**config.mk**
```make
export PLATFORM = sky130hd
export DESIGN_NAME = shift_rows_pipe
export DESIGN_NICKNAME = d
export VERILOG_FILES = /design/src/rtl/shift_rows_pipe.sv
export SDC_FILE = /design/constraint.sdc
export NUM_CORES = 1
export LEC_CHECK = 0
export CAP_MARGIN = 20
export CORE_MARGIN = 8
export CORE_UTILIZATION = 30
export DETAILED_ROUTE_END_ITERATION = 6
export HOLD_SLACK_MARGIN = 0.02
export SETUP_SLACK_MARGIN = 0.4
export SLEW_MARGIN = 0
export SYNTH_ARGS = -nofsm -noshare
export SYNTH_HDL_FRONTEND = slang
export SYNTH_SLANG_ARGS = --single-unit
```
**constraint.sdc**
```tcl
create_clock -name clk -period 11.7 [get_ports clk]
set_input_delay 2.34 -clock clk [delete_from_list [all_inputs] [get_ports clk]]
set_output_delay 2.34 -clock clk [all_outputs]
set_load 0.01 [all_outputs]
```
**src/rtl/shift_rows_pipe.sv**
```systemverilog
// shift_rows_pipe: pipelined AES ShiftRows/InvShiftRows for NB = 4/6/8 columns with valid/ready stages.
// Define SHROW_PARITY_EN to carry per-byte odd parity with the data and raise a sticky error flag.
module shift_rows_pipe #(
    parameter int NB     = 4,
    parameter int STAGES = 1
) (
    input  logic              clk,
    input  logic              rst,
    input  logic              in_valid,
    output logic              in_ready,
    input  logic              in_inv,
    input  logic [32*NB-1:0]  in_data,
    output logic              out_valid,
    input  logic              out_ready,
    output logic [32*NB-1:0]  out_data
`ifdef SHROW_PARITY_EN
    ,
    input  logic [4*NB-1:0]   in_par,
    output logic [4*NB-1:0]   out_par,
    output logic              par_err
`endif
);
    localparam int W      = 32 * NB;
    localparam int NBYTES = 4 * NB;

    if (!(NB == 4 || NB == 6 || NB == 8)) begin : g_bad_nb
        $error("shift_rows_pipe: NB=%0d is not 4, 6 or 8", NB);
    end
    if (STAGES < 1 || STAGES > 4) begin : g_bad_stages
        $error("shift_rows_pipe: STAGES=%0d is outside 1..4", STAGES);
    end

    function automatic int row_shift(input int r);
        return (NB == 8 && r >= 2) ? r + 1 : r;
    endfunction

    // Index of the input byte that lands in output byte i (byte i = row i%4, column i/4).
    function automatic int src_byte(input int i, input bit inv);
        int r;
        int c;
        int sc;
        r  = i % 4;
        c  = i / 4;
        sc = inv ? (c + NB - row_shift(r)) % NB : (c + row_shift(r)) % NB;
        return 4 * sc + r;
    endfunction

    logic [W-1:0] w_fwd;
    logic [W-1:0] w_inv;
    logic [W-1:0] w_perm;

`ifdef SHROW_PARITY_EN
    logic [NBYTES-1:0] w_par_fwd;
    logic [NBYTES-1:0] w_par_inv;
    logic [NBYTES-1:0] w_par_perm;
`endif

    for (genvar i = 0; i < NBYTES; i++) begin : g_perm
        localparam int SF = src_byte(i, 1'b0);
        localparam int SI = src_byte(i, 1'b1);
        assign w_fwd[W-1-8*i -: 8] = in_data[W-1-8*SF -: 8];
        assign w_inv[W-1-8*i -: 8] = in_data[W-1-8*SI -: 8];
`ifdef SHROW_PARITY_EN
        assign w_par_fwd[i] = in_par[SF];
        assign w_par_inv[i] = in_par[SI];
`endif
    end

    assign w_perm = in_inv ? w_inv : w_fwd;

    logic [STAGES-1:0] r_valid;
    logic [W-1:0]      r_data [STAGES];
    logic [STAGES-1:0] w_ready;
    logic              w_acc;

    // A stage may load when it is empty or every stage after it can advance.
    // NOTE: each variable driven here is assigned before any branch or loop, so no latch is inferred.
    always_comb begin
        w_acc   = out_ready;
        w_ready = '0;
        for (int k = STAGES - 1; k >= 0; k--) begin
            w_acc      = w_acc | ~r_valid[k];
            w_ready[k] = w_acc;
        end
    end

    // NOTE: non-blocking assignments let every stage capture its neighbour's pre-edge value.
    always_ff @(posedge clk) begin
        if (rst) begin
            r_valid <= '0;
        end else begin
            if (w_ready[0]) r_valid[0] <= in_valid;
            for (int k = 1; k < STAGES; k++) begin
                if (w_ready[k]) r_valid[k] <= r_valid[k-1];
            end
        end
    end

    // NOTE: data registers carry no reset; the valid bits alone decide whether their contents matter.
    always_ff @(posedge clk) begin
        if (in_valid && w_ready[0]) r_data[0] <= w_perm;
        for (int k = 1; k < STAGES; k++) begin
            if (r_valid[k-1] && w_ready[k]) r_data[k] <= r_data[k-1];
        end
    end

    assign in_ready  = w_ready[0];
    assign out_valid = r_valid[STAGES-1];
    assign out_data  = r_data[STAGES-1];

`ifdef SHROW_PARITY_EN
    logic [NBYTES-1:0] r_par [STAGES];
    logic              w_par_bad;
    logic              r_par_err;

    assign w_par_perm = in_inv ? w_par_inv : w_par_fwd;

    // A byte and its parity bit together must hold an odd number of ones.
    always_comb begin
        w_par_bad = 1'b0;
        for (int i = 0; i < NBYTES; i++) begin
            w_par_bad = w_par_bad | ~(^{in_data[W-1-8*i -: 8], in_par[i]});
        end
    end

    always_ff @(posedge clk) begin
        if (in_valid && w_ready[0]) r_par[0] <= w_par_perm;
        for (int k = 1; k < STAGES; k++) begin
            if (r_valid[k-1] && w_ready[k]) r_par[k] <= r_par[k-1];
        end
    end

    always_ff @(posedge clk) begin
        if (rst) begin
            r_par_err <= 1'b0;
        end else if (in_valid && w_ready[0] && w_par_bad) begin
            r_par_err <= 1'b1;
        end
    end

    assign out_par = r_par[STAGES-1];
    assign par_err = r_par_err;
`endif
endmodule

```
# [Word level (Yosys, flattened, before mapping)]
# Memories as Yosys holds them, arrays and structs flattened.
# Index checks and enable logic that the tools add are counted.
# W data, S select, Z words.
[word_totals] register_bits=1 ramBits=128 in_bits=133 out_inout_bits=130 wordCells=8 memories=1
[memory_table] name="r_data" depth=1 word_bits=128 read_ports=1 rd_clocked_by_memory_dff=0 write_ports=1 line="72" text="logic [W-1:0] r_data [STAGES];"
[classes] n_mux=3 bitwise=2 reduce_logical=1
[op_table] operator="$mux W120" count=1
[op_table] operator="$mux W1" count=2
[op_table] operator="$logic_and A1 B1 Y1" count=1
[op_table] operator="$not A1 Y1" count=1
[op_table] operator="$or A1 B1 Y1" count=1

# [Depth between registers and ports, before layout]
# Gate-level depths: netlist of run 1.
[depth] ltp_word=5 mapped_depth=3 ltp_nobuf=2

# [Least setup slack after synthesis of run 1]
# Ideal clock, no wire load.
[synth_path] path_kind="in2reg" start="in out_ready" end="mem r_data[0][0] in the netlist's numbering, enable pin" setup_ns=0.503 t_arrival_ns=5.499 required_ns=11.197 path_slack_ns=5.698 cell_stages=2 path_buffers=0 path_cell_list="nand2b_1 -> and2_1"
[synth_between] elab_chain_len=4
[synth_rtl] item="from (decl)" line="14" text="input logic out_ready,"
[synth_rtl] item="$or A1 B1 Y1" line="82" text="w_acc = w_acc | ~r_valid[k];"
[synth_rtl] item="$logic_and A1 B1 Y1" line="101" text="if (in_valid && w_ready[0]) r_data[0] <= w_perm;"
[synth_rtl] item="$mux W1" line="101"
[synth_rtl] item="$mux W1 (not written as such)" line="101"
[synth_rtl] item="to (decl)" line="72"
# No other way between the ends.

# [Worst setup path in the final report of run 1]
[layout_path] start="in out_ready" end="out in_ready"
[layout_between] elab_chain_len=1
[layout_rtl] item="$or A1 B1 Y1" line="82"
[layout_rtl] item="to (decl)" line="10" text="output logic in_ready,"
# No other way between the ends.

==> summary.txt, run 1 <==
STA
  – Crit share post-route: about half
  – Highest clock rate: 172.0 MHz
  – Skew final: ~0.0038 ns
  – Max Slew Vio Count: 0
  – TNS Setup: 0 ns
  – Relative slew slack: roughly 44%
  – Worst Tran Pin Value: 0.8347 ns
  – Minimum clock period: 5.814 ns
  – RSZ-0062 raised after global routing: false
  – Fin. Hold Viols: 0
  – Final setup viols: 0

Synthesis
  – Synth Net Count: roughly 340
  – Async S/R FF share, synth: 0%
  – Area fraction of the dominant cell type after synthesis: 77.46%
  – Sequential area share after synthesis: 77.86%
  – Post-synth top area cell: edfxtp_1
  – Commonest register cell after synthesis: edfxtp_1
  – Synthesized instance count: 204
  – Top-count cell post-synth: edfxtp_1
  – Syn_area_per_cell: 24.32 um^2
  – Yosys reg bits: approximately 130
  – Post-synth EDFFs: 128
  – Synth area leaders: edfxtp_1 77%, mux2_4 18%, buf_12 2.4%
  – Post-synth top cells: 128 x edfxtp_1, 60 x mux2_4, 6 x buf_12, 4 x mux2_2
  – Synth Warn #: 0
  – Area of the mapped netlist: 4962 um^2
  – Distinct cells, synth: 10

CTS
  – Clock Latency Late Sink: 0.41 ns
  – Worst-path clk slew: 0.06 ns
  – Post-CTS sizing: 0
  – Hold_buf cts: 0
  – CTS Buf Count: 17
  – Max Buffers Root-to-Sink: 2
  – Setup bufs post-CTS: 0
  – H-tree depth: 4
  – CTS tree: built
  – Root Driver: clkbuf_16
  – Clock sinks: 129

Min path
  – Hold/Removal Path Class: reg -> reg
  – Hold Path Origin: out_valid$_SDFFE_PP0P_

Global route
  – Tot GR Track Use: 12.31%
  – Largest net degree at the start of global routing: 69
  – First-pass GRT wire length: 18840 um
  – Initial antenna violation count: 0
  – Number of global-route vias before repair: 3269
  – Overflow after GRT: 0

Die
  – Ports: between 200 and 300
  – Starting density of the core: 30.35%
  – Die X: 144.6 um
  – Core area: 16350 um^2
  – Die area: 20910 um^2
  – Die height: 144.6 um
  – FP Rows: 47

Critical path
  – Reg-to-reg startpoint: out_valid$_SDFFE_PP0P_
  – CP Max Fanout: 3
  – Worst Setup Start Kind: input pin
  – Critical path class: in -> out
  – Reg2Reg Setup Slack: 9.37 ns
  – Crit path launch: out_ready
  – Crit path DAT: 3.47 ns
  – Req. time, crit path: 9.36 ns
  – Crit end category: output port

Detailed routing
  – Final ANT Viol Nets: 0
  – Vias per cell: 4.142
  – Drc violations: 0
  – Drt total wl: 12990 um
  – Wire per inst: 18.21 um
  – DRT Pass-1 Iters: 4
  – Vias post-DR: 2953
  – First DRT Iteration DRCs: roughly 130

Placement
  – Final Wtd Congestion: between 0.7 and 0.8
  – Port Buffers: 262
  – Placed Area: 7736 um^2
  – Detailed Place HPWL: 9861 um

Layout
  – Layout cell share with drive strength beyond 1: 19.88%
  – Finished Cell Area: approximately 8300 um^2
  – Nets: 613
  – Area growth syn-to-layout: 67.88%
  – N_diodes: 0

Power and ir drop
  – Total net switching power: 259.5 uW
  – Switching share of total power: 21.17%
  – LEAKAGE: about 0.0031 uW
  – Flop pwr share: 45.1%
  – Power Internal: between 900 and 1000 uW
  – Power per standard cell area: 147.1 nW/um^2
  – Power share of the clock group: approximately two fifths
  – Worst VDD drop: 93.56 uV
  – Combinational share of power: 13.7%

Job
  – Max-Cap Viols: 0

Outcome
  – Status: complete, no violations
==> stage by stage <==
stage	hold slack, ns	instances	worst slack, ns	utilization [%]	power [uW]
floorplan	0.5930	204	5.698	-	627.1
global placement	0.5084	680	5.890	47.32	729.7
detailed placement	0.5363	680	5.879	47.32	733.3
CTS	0.5474	712	5.879	50.79	1244
global route	0.6050	713	5.826	50.96	1275
finish	0.5418	713	5.886	50.96	1226
==> logic make-up after synthesis <==
kind of cell | share of synthesized area [%]
flip-flops | 77.86
multiplexers | 19.06
buffers and inverters | 2.723
AND/OR/NAND/NOR | 0.2523
AO/OA/AOI/OAI | 0.1008
==> cell type report <==
type / count / area (um^2)
Fill cell: 1407 / 8018
Clock buffer: 17 / 425.4
Sequential cell: 129 / 3864
Tap cell: 220 / 275.3
Timing Repair Buffer: 264 / 2655
Clock inverter: 15 / 141.4
Inverter: 1 / 3.754
Multi-Input combinational cell: 67 / 965.9
==> worst max-delay path, stage by stage <==
cell and delay [ns]:
clkdlybuf4s50_1 0.44, nand2b_1 0.14, clkdlybuf4s50_1 0.55
==> registers in the layout, indices dropped and copies added (netlist names) <==
register	flops
r_data	128
out_valid	1
==> path summary, 6_finish.rpt <==
kind                                                 end  depth (start not counted)
worst max register to register  r_data[0][106]$_DFFE_PP_                          3
worst min-delay path              out_valid$_SDFFE_PP0P_                          2
worst max-delay path                            in_ready                          3
worst min register to register    out_valid$_SDFFE_PP0P_                          2
==> routing by layer <==
layer,GRT usage (%),up-vias,share of wire (%)
met3,4.952,19,9.8
li1,-,1370,-
met4,6.681,0,2.4
met1,12.62,1413,36
met5,0,-,0
met2,21.14,151,52
==> power groups by stage <==
stage          clock, uW  combinational (uW)  sequential (uW)
5_1_grt              541                 178              556
4_1_cts              519                 171              554
3_5_place_dp           0                 170              563
3_3_place_gp           0                 168              562
2_1_floorplan          0                45.7              581
6_report             504                 168              553
==> cell usage in the layout (no fill, tap or decap) <==
cell type	instances
and2_4	1
inv_6	2
clkinv_2	5
buf_4	2
clkinv_4	1
nand2b_1	1
edfxtp_1	128
clkinvlp_4	3
clkdlybuf4s50_1	261
dfxtp_1	1
buf_16	1
clkinv_1	2
bufinv_16	2
inv_1	1
mux2_4	60
clkbuf_16	17
mux2_2	4
a21oi_1	1
Power figures use the tool's default switching activity.
==> inputs of run 2 (changes only) <==
- clock period: 11.7 -> 5.6 ns (I/O delays scaled with it)
==> summary.txt, run 2 (same netlist as run 1, synthesis figures left out) <==
Die
  – Die height: 144.6 um
  – Core area: 16350 um^2
  – FP Rows: 47
  – Die X: 144.6 um
  – Starting density of the core: 30.35%
  – Ports: 263
  – Die area: roughly 21000 um^2

CTS
  – Max Buffers Root-to-Sink: 2
  – Clock Latency Late Sink: roughly 0.41 ns
  – Worst-path clk slew: 0.06 ns
  – Clock sinks: around 130
  – Setup bufs post-CTS: 0
  – CTS tree: built
  – Hold_buf cts: 0
  – Post-CTS sizing: 0
  – CTS Buf Count: 17
  – Root Driver: clkbuf_16
  – H-tree depth: 4

Critical path
  – Worst stage delay on the critical path: between 0.5 and 0.6 ns
  – CP bufs+invs: 2
  – Crit end category: output port
  – Worst Setup Start Kind: input pin
  – Crit path DAT: 2.25 ns
  – CP dominant cell by count: clkdlybuf4s50_1
  – CP Max Fanout: 3
  – Worst path cell trace: clkdlybuf4s50_1, nand2b_1, clkdlybuf4s50_1
  – Critical path class: in -> out
  – Crit-path slowest cell: clkdlybuf4s50_1
  – CP delay by family, top: buffers and inverters
  – Req. time, crit path: approximately 4.5 ns

Detailed routing
  – Vias post-DR: 2943
  – Drt total wl: 12890 um
  – DRT Pass-1 Iters: 4
  – Final ANT Viol Nets: 0
  – Vias per cell: 4.128
  – First DRT Iteration DRCs: 101
  – Drc violations: 0
  – Wire per inst: 18.08 um

Global route
  – Tot GR Track Use: 11.90%
  – Overflow after GRT: 0
  – Number of global-route vias before repair: about 3.2k
  – Initial antenna violation count: 0
  – First-pass GRT wire length: 17990 um
  – Largest net degree at the start of global routing: 67

Layout
  – FILL cells: 1378
  – Multi-input logic area: 965.9 um^2
  – Sequential cell area: around 3900 um^2
  – Nets: 613
  – Top reg by flops: r_data
  – Finished Core Util: 51.03%
  – N_diodes: 0
  – Most common cell after layout, fill and taps aside: clkdlybuf4s50_1
  – Most frequent cells in the layout: 261 x clkdlybuf4s50_1, 128 x edfxtp_1, 60 x mux2_4, 17 x clkbuf_16, 5 x clkinvlp_4
  – Area growth syn-to-layout: 68.13%
  – Layout cell share with drive strength beyond 1: 19.68%
  – Max reg flops: 128

STA
  – Relative slew slack: 44.82%
  – Worst Tran Pin Value: 0.8276 ns
  – Fin. Hold Viols: 0
  – Crit share post-route: about three fifths
  – Highest clock rate: 296.8 MHz
  – Final setup viols: 0
  – Minimum clock period: 3.369 ns
  – TNS Setup: 0 ns
  – Skew final: between 0.004 and 0.005 ns
  – Max Slew Vio Count: 0
  – RSZ-0062 raised after global routing: false

Power and ir drop
  – Power per standard cell area: 307.1 nW/um^2
  – LEAKAGE: 0.003080 uW
  – Worst VDD drop: 184.0 uV

Min path
  – Hold/Removal Path Class: reg -> reg

Placement
  – Final Wtd Congestion: 0.7496
  – Detailed Place HPWL: 9882 um
  – Port Buffers: approximately 260

Outcome
  – Status: complete, no violations

Job
  – Max-Cap Viols: 0
-- run 2: cell types whose count changed in the layout (fill, tap and decap cells not counted) --
cell,previous run,this run
clkinv_2,5,3
clkinvlp_4,3,5
buf_12,0,1
buf_4,2,1
clkinv_1,2,3
clkinv_4,1,0
-- run 2: per-stage QoR --
step	instances	worst slack [ns]	total power (uW)	hold WS, ns	area (um^2)
after floorplan	204	0.8180	1310	0.5930	4962
after global placement	680	2.227	1526	0.5131	7749
after detailed placement	680	2.223	1534	0.5278	7749
final	713	2.231	2562	0.5276	8343
after global routing	713	2.208	2659	0.5528	8343
after CTS	712	2.222	2597	0.5341	8315
-- run 2: cell type report --
cell class | instances | area share, %
repair buffers | 264 | 31.97
flip-flops and latches | 129 | 46.31
multi-input cells | 67 | 11.58
clock buffers | 17 | 5.099
inverters | 1 | 0.04499
well taps | 220 | 3.299
clock inverters | 15 | 1.695
-- run 2: path summary, 6_finish.rpt --
| path | from | endpoint | slack, ns | cells past startpoint |
|---|---|---|---|---|
| min reg2reg | out_valid$_SDFFE_PP0P_ | out_valid$_SDFFE_PP0P_ | 0.53 | 2 |
| min | out_valid$_SDFFE_PP0P_ | out_valid$_SDFFE_PP0P_ | 0.53 | 2 |
| max | out_ready | in_ready | 2.23 | 3 |
| max reg2reg | out_valid$_SDFFE_PP0P_ | r_data[0][32]$_DFFE_PP_ | 3.64 | 3 |
-- run 2: worst min-delay path: stages, from the launching register on --
cell,delay [ns]
dfxtp_1,0.31
nand2b_1,0.10
a21oi_1,0.07
-- run 2: power by group --
part / switching, uW / internal (uW)
Clock: 404 / 649
Sequential: 15.1 / 1140
Combinational: 124 / 230
-- run 2: layer usage --
| metal | track usage (%) | wire length (um) | vias up |
|---|---|---|---|
| met5 | 0 | 0 | - |
| met4 | 6.627 | 305 | 0 |
| met3 | 5.777 | 1337 | 19 |
| met2 | 20.55 | 6615 | 165 |
| met1 | 11.42 | 4635 | 1388 |
| li1 | - | - | 1371 |
==> inputs of run 3 (changes only) <==
- clock period: 5.6 -> 3.4 ns (I/O delays scaled with it)
==> summary.txt, run 3 (same netlist as run 1, synthesis figures left out) <==
Placement
  – Final Wtd Congestion: 0.7512
  – Worst slack at placement: approximately 0.9 ns
  – Detailed Place HPWL: 10390 um
  – Placed insts: just under 700
  – Port Buffers: ~260

Detailed routing
  – Final ANT Viol Nets: 0
  – DRT Pass-1 Iters: 4
  – Vias post-DR: 2946
  – Drt total wl: 13170 um
  – First DRT Iteration DRCs: 74
  – Drc violations: 0
  – Wire per inst: roughly 18 um
  – Vias per cell: 4.109

Critical path
  – Req. time, crit path: 2.72 ns
  – Reg2Reg Setup Slack: 1.81 ns
  – Reg2reg end: r_data[0][108]$_DFFE_PP_
  – Critical path class: in -> out
  – Reg-to-reg startpoint: out_valid$_SDFFE_PP0P_
  – Crit path DAT: about 1.8 ns
  – Crit end category: output port
  – Worst Setup Start Kind: input pin
  – CP Max Fanout: 3
  – R2R cell count: 3

CTS
  – CTS tree: built
  – CTS Buf Count: 17
  – Root Driver: clkbuf_16
  – Setup bufs post-CTS: 0
  – Max Buffers Root-to-Sink: 2
  – Worst-path clk slew: 0.06 ns
  – Hold_buf cts: 0
  – Clock Latency Late Sink: approximately 0.4 ns
  – H-tree depth: 4
  – Clock sinks: 129
  – Post-CTS sizing: 0

Die
  – Core area: 16350 um^2
  – Starting density of the core: about 30%
  – Ports: 263
  – Die X: 144.6 um
  – FP Rows: 47
  – Die area: approximately 21000 um^2
  – Die height: approximately 140 um

STA
  – Fin. Hold Viols: 0
  – Worst Tran Pin Value: 0.5178 ns
  – Highest clock rate: approximately 400 MHz
  – Relative slew slack: 65.48%
  – Max Slew Vio Count: 0
  – Setup WS post-layout: 0.9025 ns
  – Minimum clock period: 2.497 ns
  – Crit share post-route: 73.45%
  – Skew final: 0.006181 ns
  – RSZ-0062 raised after global routing: false
  – Final setup viols: 0
  – TNS Setup: 0 ns

Global route
  – First-pass GRT wire length: 18870 um
  – Number of global-route vias before repair: 3256
  – Tot GR Track Use: 12.32%
  – Overflow after GRT: 0
  – Initial antenna violation count: 0
  – Largest net degree at the start of global routing: 45

Power and ir drop
  – LEAKAGE: 0.003136 uW
  – Power per standard cell area: between 500 and 600 nW/um^2
  – Worst VDD drop: 318.1 uV
  – Power Total: around 4400 uW

Min path
  – Hold Crit Depth: 2
  – Hold Crit Endpoint: out_valid$_SDFFE_PP0P_
  – Hold/Removal Path Class: reg -> reg
  – Hold Path Origin: out_valid$_SDFFE_PP0P_

Layout
  – Area growth syn-to-layout: 70.05%
  – Finished Core Util: between 50% and 60%
  – FILL cells: 1371
  – Layout cell share with drive strength beyond 1: 20.72%
  – Nets: 617
  – N_diodes: 0
  – Top reg by flops: r_data
  – Most common cell after layout, fill and taps aside: clkdlybuf4s50_1
  – Max reg flops: approximately 130
  – Most frequent cells in the layout: 261 x clkdlybuf4s50_1, 128 x edfxtp_1, 60 x mux2_4, 17 x clkbuf_16
  – Post-Layout Cell Count: 717

Outcome
  – Status: complete, no violations

Job
  – Max-Cap Viols: 0
## run 3: final cells by class
cell class	count	area, um^2	share of cell area, %
sequential	129	3864	45.79
inverter	1	3.754	0.04448
clock buffer	19	442.9	5.249
multi-input combinational	67	965.9	11.45
timing repair buffer	268	2703	32.03
tap	220	275.3	3.262
clock inverter	13	183.9	2.180
## run 3: power breakdown
group          total [uW]  internal (uW)  switching (uW)
clock                1910           1250             662
combinational         589            384             205
sequential           1900           1880            26.2
## run 3: stage by stage
step | hold slack (ns) | cell area (um^2)
CTS | 0.5460 | 8438
global placement | 0.5118 | 7811
floorplan | 0.5929 | 4964
finish | 0.5392 | 8438
global route | 0.5859 | 8438
detailed placement | 0.5335 | 7811
## run 3: routing by layer
layer / GRT usage (%) / vias up / wire length [um]
met1: 12.55 / 1421 / 4749
met3: 4.952 / 13 / 1256
met4: 4.929 / 0 / 183
met5: 0 / - / 0
met2: 22.05 / 136 / 6981
li1: - / 1376 / -
## run 3: how the worst max path moves through the flow
stage	start	to	slack, ns
after floorplan	out_ready	r_data[0][0]$_DFFE_PP_	0.49
after global placement	out_ready	in_ready	0.91
after detailed placement	out_ready	in_ready	0.90
after CTS	out_ready	in_ready	0.89
after global routing	out_ready	in_ready	0.83
final	out_ready	in_ready	0.90
## run 3: worst max-delay path: stages
cell,delay (ns)
clkdlybuf4s50_1,0.44
nand2b_1,0.14
clkdlybuf4s50_1,0.55
